===== src/rtl/sliced_adder_pkg.sv =====
`default_nettype none
// ============================================================================
// Module      : sliced_adder_pkg
// Description : Shared FSM state type and slice-count/index-width helpers
//               for the sliced adder.
// Revision    : 1.0 - initial release
// ============================================================================
package sliced_adder_pkg;

    typedef enum logic [1:0] {
        IDLE = 2'd0,
        RUN  = 2'd1,
        DONE = 2'd2
    } state_t;

    localparam int DEFAULT_WIDTH = 16;
    localparam int DEFAULT_SLICE = 4;

    function automatic int calc_nslice(input int width, input int slice);
        return width / slice;
    endfunction

    // The index register needs at least one bit, even when only one slice exists
    function automatic int calc_idx_w(input int nslice);
        return (nslice > 1) ? $clog2(nslice) : 1;
    endfunction

    localparam int DEFAULT_NSLICE = calc_nslice(DEFAULT_WIDTH, DEFAULT_SLICE);
    localparam int DEFAULT_IDX_W  = calc_idx_w(DEFAULT_NSLICE);

endpackage
`default_nettype wire


===== src/rtl/sliced_adder_slice.sv =====
`default_nettype none
// ============================================================================
// Module      : slice_adder
// Description : Combinational SLICE-bit ripple adder from full-adder cells;
//               exposes the carry into and out of its MSB.
// Revision    : 1.0 - initial release
// ============================================================================
module slice_adder #(
    parameter int SLICE = 4
) (
    input  logic [SLICE-1:0] a_i,
    input  logic [SLICE-1:0] b_i,
    input  logic             cin_i,
    output logic [SLICE-1:0] sum_o,
    output logic             cmsb_o,
    output logic             cout_o
);

    logic [SLICE:0] w_c;

    assign w_c[0] = cin_i;

    for (genvar i = 0; i < SLICE; i++) begin : g_fa
        assign sum_o[i]  = a_i[i] ^ b_i[i] ^ w_c[i];
        assign w_c[i+1]  = (a_i[i] & b_i[i]) | (w_c[i] & (a_i[i] ^ b_i[i]));
    end

    assign cmsb_o = w_c[SLICE-1];
    assign cout_o = w_c[SLICE];

endmodule
`default_nettype wire


===== src/rtl/sliced_adder.sv =====
`default_nettype none
// ============================================================================
// Module      : sliced_adder
// Description : Multi-cycle adder processing SLICE bits per cycle, LSB first,
//               with valid/ready handshakes. SLICED_ADDER_SUB_EN enables op_i
//               subtraction (A + ~B + ~cin).
// Revision    : 1.0 - initial release
// ============================================================================
module sliced_adder
    import sliced_adder_pkg::*;
#(
    parameter int WIDTH = 16,
    parameter int SLICE = 4
) (
    input  logic             clk_i,
    input  logic             rst_i,
    input  logic [WIDTH-1:0] a_i,
    input  logic [WIDTH-1:0] b_i,
    input  logic             cin_i,
    input  logic             op_i,
    input  logic             in_valid_i,
    output logic             in_ready_o,
    output logic [WIDTH-1:0] sum_o,
    output logic             cout_o,
    output logic             ovf_o,
    output logic             out_valid_o,
    input  logic             out_ready_i
);

    localparam int NSLICE = calc_nslice(WIDTH, SLICE);
    localparam int IDX_W  = calc_idx_w(NSLICE);

    if ((SLICE < 1) || (WIDTH < 4) || (WIDTH > 64) || ((WIDTH % SLICE) != 0)) begin : g_param_check
        $error("sliced_adder: WIDTH must be 4..64 and a multiple of SLICE");
    end

    state_t             state_q, state_d;
    logic [WIDTH-1:0]   a_q, a_d;
    logic [WIDTH-1:0]   b_q, b_d;
    logic               carry_q, carry_d;
    logic [IDX_W-1:0]   idx_q, idx_d;
    logic [WIDTH-1:0]   acc_q, acc_d;
    logic [WIDTH-1:0]   sum_q, sum_d;
    logic               cout_q, cout_d;
    logic               ovf_q, ovf_d;

    logic [WIDTH-1:0]   w_b_in;
    logic               w_cin_in;
    logic [SLICE-1:0]   w_a_slice;
    logic [SLICE-1:0]   w_b_slice;
    logic [SLICE-1:0]   w_slice_sum;
    logic               w_slice_cmsb;
    logic               w_slice_cout;
    logic               w_last;

`ifdef SLICED_ADDER_SUB_EN
    // Subtraction is folded into the operands at capture time
    assign w_b_in   = op_i ? ~b_i   : b_i;
    assign w_cin_in = op_i ? ~cin_i : cin_i;
`else
    logic w_unused_op;
    assign w_unused_op = op_i;
    assign w_b_in      = b_i;
    assign w_cin_in    = cin_i;
`endif

    assign w_a_slice = a_q[idx_q*SLICE +: SLICE];
    assign w_b_slice = b_q[idx_q*SLICE +: SLICE];
    assign w_last    = (idx_q == IDX_W'(NSLICE - 1));

    slice_adder #(
        .SLICE (SLICE)
    ) u_slice (
        .a_i    (w_a_slice),
        .b_i    (w_b_slice),
        .cin_i  (carry_q),
        .sum_o  (w_slice_sum),
        .cmsb_o (w_slice_cmsb),
        .cout_o (w_slice_cout)
    );

    always_comb begin
        state_d = state_q;
        a_d     = a_q;
        b_d     = b_q;
        carry_d = carry_q;
        idx_d   = idx_q;
        acc_d   = acc_q;
        sum_d   = sum_q;
        cout_d  = cout_q;
        ovf_d   = ovf_q;
        case (state_q)
            IDLE: begin
                if (in_valid_i) begin
                    a_d     = a_i;
                    b_d     = w_b_in;
                    carry_d = w_cin_in;
                    idx_d   = '0;
                    state_d = RUN;
                end
            end
            RUN: begin
                acc_d[idx_q*SLICE +: SLICE] = w_slice_sum;
                carry_d = w_slice_cout;
                idx_d   = idx_q + IDX_W'(1);
                // Visible results change only once the final slice lands
                if (w_last) begin
                    sum_d   = acc_d;
                    cout_d  = w_slice_cout;
                    ovf_d   = w_slice_cmsb ^ w_slice_cout;
                    idx_d   = '0;
                    state_d = DONE;
                end
            end
            DONE: begin
                if (out_ready_i) begin
                    state_d = IDLE;
                end
            end
            default: state_d = IDLE;
        endcase
    end

    always_ff @(posedge clk_i) begin
        if (rst_i) begin
            state_q <= IDLE;
            a_q     <= '0;
            b_q     <= '0;
            carry_q <= 1'b0;
            idx_q   <= '0;
            acc_q   <= '0;
            sum_q   <= '0;
            cout_q  <= 1'b0;
            ovf_q   <= 1'b0;
        end else begin
            state_q <= state_d;
            a_q     <= a_d;
            b_q     <= b_d;
            carry_q <= carry_d;
            idx_q   <= idx_d;
            acc_q   <= acc_d;
            sum_q   <= sum_d;
            cout_q  <= cout_d;
            ovf_q   <= ovf_d;
        end
    end

    assign in_ready_o  = (state_q == IDLE);
    assign out_valid_o = (state_q == DONE);
    assign sum_o       = sum_q;
    assign cout_o      = cout_q;
    assign ovf_o       = ovf_q;

endmodule
`default_nettype wire


===== config.mk =====
export PLATFORM = sky130hd
export DESIGN_NAME = sliced_adder
export DESIGN_NICKNAME = d
export VERILOG_FILES = /design/src/rtl/sliced_adder_pkg.sv /design/src/rtl/sliced_adder_slice.sv /design/src/rtl/sliced_adder.sv
export SDC_FILE = /design/constraint.sdc
export NUM_CORES = 1
export LEC_CHECK = 0
export BUFFER_PORTS_ARGS = -buffer_cell sky130_fd_sc_hd__buf_2
export CAP_MARGIN = 25
export CORE_MARGIN = 5
export CORE_UTILIZATION = 55
export DETAILED_ROUTE_END_ITERATION = 6
export HOLD_SLACK_MARGIN = 0.03
export PLACE_DENSITY = 0.79
export SLEW_MARGIN = 5
export SYNTH_ARGS = -nofsm -noshare
export SYNTH_HDL_FRONTEND = slang
export SYNTH_HIERARCHICAL = 1
export SYNTH_SLANG_ARGS = --single-unit

===== constraint.sdc =====
create_clock -name clk_i -period 4.19 [get_ports clk_i]
set_input_delay 0.838 -clock clk_i [delete_from_list [all_inputs] [get_ports clk_i]]
set_output_delay 0.838 -clock clk_i [all_outputs]
set_load 0.02 [all_outputs]

; After elaboration in Yosys (flattened, before gate mapping)
; Cells that the tools add are included.
[totals]
ff_bits = 71
in_bits = 38
output_inout_bits = 20
[classes]
n_addsub = 2
n_eq_ne = 6
shift = 4
muxes = 10
n_bitwise = 21
n_reduce_logical = 6
[ops]
columns = operator, n
row1 = negation 4 -> 34 bit, 1
row2 = variable shift 4 x 34 -> 16 bit (first input constant), 1
row3 = indexed part select 4 x 34 -> 16 bit, 1
row4 = indexed part select 16 x 5 -> 4 bit, 2
row5 = bitwise mux 16 bit, 1
row6 = two-way mux 2 bit, 5
row7 = bitwise XOR 1 bit, 9
row8 = bitwise AND 1 bit, 8
row9 = one-hot mux 2 bit (3 select lines), 1
row10 = AND reduction 2 bit, 3
row11 = == test 2 bit (second input constant), 2
row12 = inequality test 2 bit (second input constant), 2
row13 = bitwise OR 1 bit, 4
row14 = one-hot mux 2 bit (2 select lines), 1
row15 = AND reduction 3 bit, 1
row16 = adder 2 x 1 -> 2 bit (second input constant), 1
row17 = == test 2 x 1 -> 1 bit (second input constant), 1
row18 = logical NOT 2 bit, 1
row19 = inequality test 2 x 1 -> 1 bit (second input constant), 1
row20 = one-hot mux 1 bit (2 select lines), 1
row21 = nonzero test 2 bit, 1
row22 = two-way mux 1 bit, 1

; Longest topological paths before layout
[depth]
ltp_word = 11
mapped_depth = 11
mapped_depth_nobuf = 10

; Modules after synthesis
; The synthesis kept the hierarchy.
[modules_own_cells]
columns = mod, n_inst, cells_each, area_per_inst_um2, seq_area_each_um2
row1 = sliced_adder, 1, 334, 3042.9, 1421.4
row2 = slice_adder, 1, 12, 110.1, 0.0

; Worst setup path after synthesis
; No wires, ideal clock.
[synth_timing]
kind = reg2reg
startpoint = register idx_q[0]
endpoint = register sum_q[15] (netlist: sum_o[15])
arrival_time_ns = 3.152
required_time_ns = 4.112
setup_slack_ns = 0.960
stages_incl_launch_ff = 12
path_buffers = 1
path_cell_list = dfxtp_1 > buf_2 > mux4_2 > fa_1 > inv_1 > fa_1 > fa_1 > inv_1 > fa_1 > nor3b_1 > a221oi_1 > nor3_1
[synth_between]
elab_chain_cells = 11
word_cells_on_any_way = 25
[synth_lines]
columns = item, line
row1 = start: declaration, sliced_adder.sv:41  ; logic [IDX_W-1:0] idx_q, idx_d;
row2 = start signal: assignment, sliced_adder.sv:140  ; idx_q <= idx_d;
row3 = indexed part select 16 x 5 -> 4 bit *, sliced_adder.sv:67  ; assign w_a_slice = a_q[idx_q*SLICE +: SLICE];
row4 = named net w_a_slice[0], sliced_adder.sv:49  ; logic [SLICE-1:0] w_a_slice;
row5 = bitwise XOR 1 bit, sliced_adder_slice.sv:25  ; assign w_c[i+1] = (a_i[i] & b_i[i]) | (w_c[i] & (a_i[i] ^ b_i[i]));
row6 = bitwise AND 1 bit, sliced_adder_slice.sv:25
row7 = bitwise OR 1 bit *, sliced_adder_slice.sv:25
row8 = bitwise AND 1 bit *, sliced_adder_slice.sv:25
row9 = bitwise OR 1 bit *, sliced_adder_slice.sv:25
row10 = bitwise AND 1 bit *, sliced_adder_slice.sv:25
row11 = bitwise OR 1 bit *, sliced_adder_slice.sv:25
row12 = named net w_slice_cmsb, sliced_adder.sv:52  ; logic w_slice_cmsb;
row13 = bitwise XOR 1 bit *, sliced_adder_slice.sv:24  ; assign sum_o[i] = a_i[i] ^ b_i[i] ^ w_c[i];
row14 = named net w_slice_sum[3], sliced_adder.sv:51  ; logic [SLICE-1:0] w_slice_sum;
row15 = indexed part select 4 x 34 -> 16 bit *, sliced_adder.sv:103  ; acc_d[idx_q*SLICE +: SLICE] = w_slice_sum;
row16 = bitwise mux 16 bit *, sliced_adder.sv:103
row17 = end signal: assignment, sliced_adder.sv:142  ; sum_q <= sum_d;
row18 = end: declaration, sliced_adder.sv:43  ; logic [WIDTH-1:0] sum_q, sum_d;
; The timed path passes the listed nets; every way through them passes the cells marked *.
; A chain may end at the register's enable or synchronous reset.

; Worst setup path after layout
[layout_timing]
startpoint = register idx_q[0]
endpoint = register sum_q[7] (netlist: sum_o[7])
; Same word-level chain as after synthesis.

==> impl_metrics.ini <==
[die]
die_area_mm2 = 0.00735
die_width_um = 85.7
placeableCoreArea_mm2 = 0.00554
pin_count = 58
placement_rows = 27
die-height_um = 85.7
start_util_pct = 56.9

[timing]
rsz0062_at_grt = false
timing.slew.headroom_pct = 45.6
report.final.slew_viol_count = 0
post_route_clock_skew_ns = 0.0108
tightestPinTransition_ns = 0.816
report.final.setup_viol = 0
finalHoldViolCount = 0
fin_crit_sh_pct = 84.6
maxClockFrequency_mhz = 282
whs_ns = 0.452
final.min_clock_period_ns = 3.54
setup-tns-final_ns = 0

[logic_synthesis]
syn-mean-instance-area_um2 = 9.11
synth_cells = 346
yosys_most_used_dff = dfxtp_1
yosys.area_share.simple_pct = 20.3
synth_enable_flop_cells = 0
yosys.cell_types.count = 35
syn-num-nets = 394
yosys-mux-area-fraction_pct = 5.71
synth_warnings = 6
synth.top_cells.by_area = dfxtp_1 45%, nand2_1 8.7%, a21oi_1 7.0%, mux4_2 5.7%, a22o_1 3.3%
yosys.area.top_type_share_pct = 45.1
synth.ff_latch_count = 71
synth_top_family_by_area = simple AND/OR/NAND/NOR gates
synth.largest_area_cell = dfxtp_1
yosysSeqAreaShare_pct = 45.1
post_synth_instance_area_mm2 = 0.00315
synth_compound_gate_area_share_pct = 17.0
synth_adder_area_share_pct = 4.92
async_set_reset_flop_share_out_of_synthesis_pct = 0
synth_xor_xnor_area_share_pct = 0.278

[clocking]
cts.sinks = 71
number_of_clock_buffers_inserted_by_tritoncts = 9
post_cts_hold_buffer_count = 0
cts_tree = done
cts.path.max_buffers = 2
clk_root_buf = clkbuf_8
worstSkewPairLatency_ns = 0.35
clock_tree.htree_level_count = 3
post_cts.resized_instances = 0
post_cts_buffers = 0
clkTransAtPathRegs_ns = 0.07

[cells_and_area]
count_of_non_filler_cells_in_the_finished_layout = 470
drive_above_1_share_pct = 23.1
diodes = 0
final_net_count = 442
area_growth_syn_to_layout_pct = 15.2
final.fill_count = 498

[global_routing]
grt_overflow = 0
grt.total_usage_pct = 19.3
maximum_number_of_pins_on_one_net_before_global_route_repair = 46
grt_antenna_before_repair = 0
grt_pass1_wl_mm = 11.3
via_count_of_the_first_global_routing_pass = 2537

[setup_path]
register_to_register_path_setup_slack_ns = 0.65
cp_data_arrival_time_ns = 3.81
cp-end-kind = flop
worst-endpoint-required_ns = 4.45
timing.critical_path.fanout_max = 6
timing.critical_path.from_type = flop
path_class = flop to flop

[placed_design]
routabilityCongestion = 0.853
placedCellCount = 453
dp_wirelength_mm = 4.69
port-buffer-count = 56

[min_path]
holdCritPathClass = flop to flop

[power_and_ir_drop]
powerDensity_mw_per_mm2 = 394
power_uw = 1430
power_leakage_uw = 0.00151
vdd_ir_drop_max_uv = 298

[detailed_routing]
drtIter0Drc = 212
route.antenna.remaining_nets = 0
first_pass_iters = 4
drc_violations_left = 0
drt-wirelength-per-cell_um = 14.3
routed_wl_mm = 6.74
vias_per_cell = 5.51
route.vias.total = 2588

[outcome]
outcome = finished clean

[flow_run]
cap_viol_max_count = 0
[worst max-delay path, cell delays in order (launching register included)]
cell      delay, ns
dfxtp_1        0.50
mux4_2         0.57
fa_1           0.42
inv_1          0.07
fa_1           0.18
fa_1           0.20
inv_1          0.08
fa_1           0.55
nor3b_1        0.55
nand2_1        0.12
a211oi_1       0.22
[registers in the layout, indices dropped and copies added (netlist names)]
name and cells:
a_q 16, acc_q 16, b_q 16, carry_q 1
cout_o 1, idx_q 2, ovf_o 1, state_q 2
sum_o 16
[Yosys cell counts, types with 6 or more instances]
cell type and n:
a211oi_1 7, a21oi_1 44, a221oi_1 10, a22o_1 12, buf_2 6, buf_4 6, clkbuf_1 6, dfxtp_1 71
ha_1 6, inv_1 14, mux4_2 8, nand2_1 73, nor2_1 26, nor3_1 11
[report_power, final]
part / internal [uW] / switching [uW] / leakage (uW) / total, uW
clock: 301 / 241 / 0.000105 / 542
sequential: 699 / 16.7 / 0.000578 / 716
combinational: 74.2 / 97.6 / 0.000823 / 172
total: 1070 / 355 / 0.00151 / 1430
[metal layers]
| metal | vias up | track usage [%] | share of wire [%] |
|---|---|---|---|
| li1 | 1294 | - | - |
| met2 | 77 | 31.9 | 48 |
| met3 | 14 | 4.03 | 6.4 |
| met1 | 1203 | 23.3 | 43 |
| met4 | 0 | 11.2 | 2.6 |
| met5 | - | 0 | 0 |
[cells in the final DEF (no fill, tap or decap)]
| cell type | instances |
|---|---|
| nor3_1 | 11 |
| nand2_1 | 73 |
| mux4_2 | 8 |
| or3b_1 | 1 |
| bufinv_16 | 1 |
| nand3b_1 | 1 |
| inv_1 | 14 |
| nor3b_4 | 1 |
| nor2b_4 | 1 |
| dfxtp_1 | 71 |
| buf_2 | 56 |
| nand3b_2 | 1 |
| a32oi_1 | 4 |
| xnor2_1 | 1 |
| buf_4 | 3 |
| fa_1 | 4 |
| and4bb_2 | 1 |
| a2bb2oi_1 | 1 |
| nor3b_1 | 4 |
| buf_8 | 1 |
| clkbuf_8 | 11 |
| buf_16 | 1 |
| o21ba_2 | 1 |
| and3_1 | 4 |
| nand2b_1 | 3 |
| nor2b_1 | 5 |
| a21oi_2 | 2 |
| or3b_2 | 1 |
| clkinv_2 | 3 |
| a22o_1 | 12 |
| nor2_1 | 26 |
| ha_1 | 6 |
| a21oi_1 | 44 |
| or3_1 | 1 |
| and3b_1 | 3 |
| a211oi_1 | 7 |
| a221oi_1 | 10 |
[per-stage QoR]
step / setup slack, ns / util, % / cell area [um^2]
2_1_floorplan: 0.960 / - / 3150
3_3_place_gp: 0.725 / 61.2 / 3390
3_5_place_dp: 0.699 / 61.2 / 3390
4_1_cts: 0.662 / 64.8 / 3590
5_1_grt: 0.438 / 65.6 / 3630
6_report: 0.645 / 65.6 / 3630
[layout make-up]
class                   instances  area, um^2  area share, %
multi-input cells             237        1530           42.0
flip-flops and latches         71        1420           39.1
repair buffers                 61         345           9.51
clock inverters                 4        45.0           1.24
clock buffers                  11         151           4.17
inverters                      14        52.6           1.45
well taps                      72        90.1           2.48
[path summary, 6_finish.rpt]
check                               end  depth (start not counted)                  start
setup reg to reg  sum_o[7]$_SDFFE_PP0P_                         10  idx_q[0]$_SDFFE_PP0P_
hold / removal     b_q[12]$_SDFFE_PP0P_                          2   b_q[12]$_SDFFE_PP0P_
setup / recovery  sum_o[7]$_SDFFE_PP0P_                         10  idx_q[0]$_SDFFE_PP0P_
hold reg to reg    b_q[12]$_SDFFE_PP0P_                          2   b_q[12]$_SDFFE_PP0P_
[kinds of logic after synthesis]
logic type,count (synthesis)
buffers and inverters,38
xor gates and xnor gates,1
muxes,8
DFF,71
and+or+nand+nor,137
adders and majority gates,10
AOI/OAI and AO/OA,81
No activity file was read; power rests on OpenSTA's default activity.
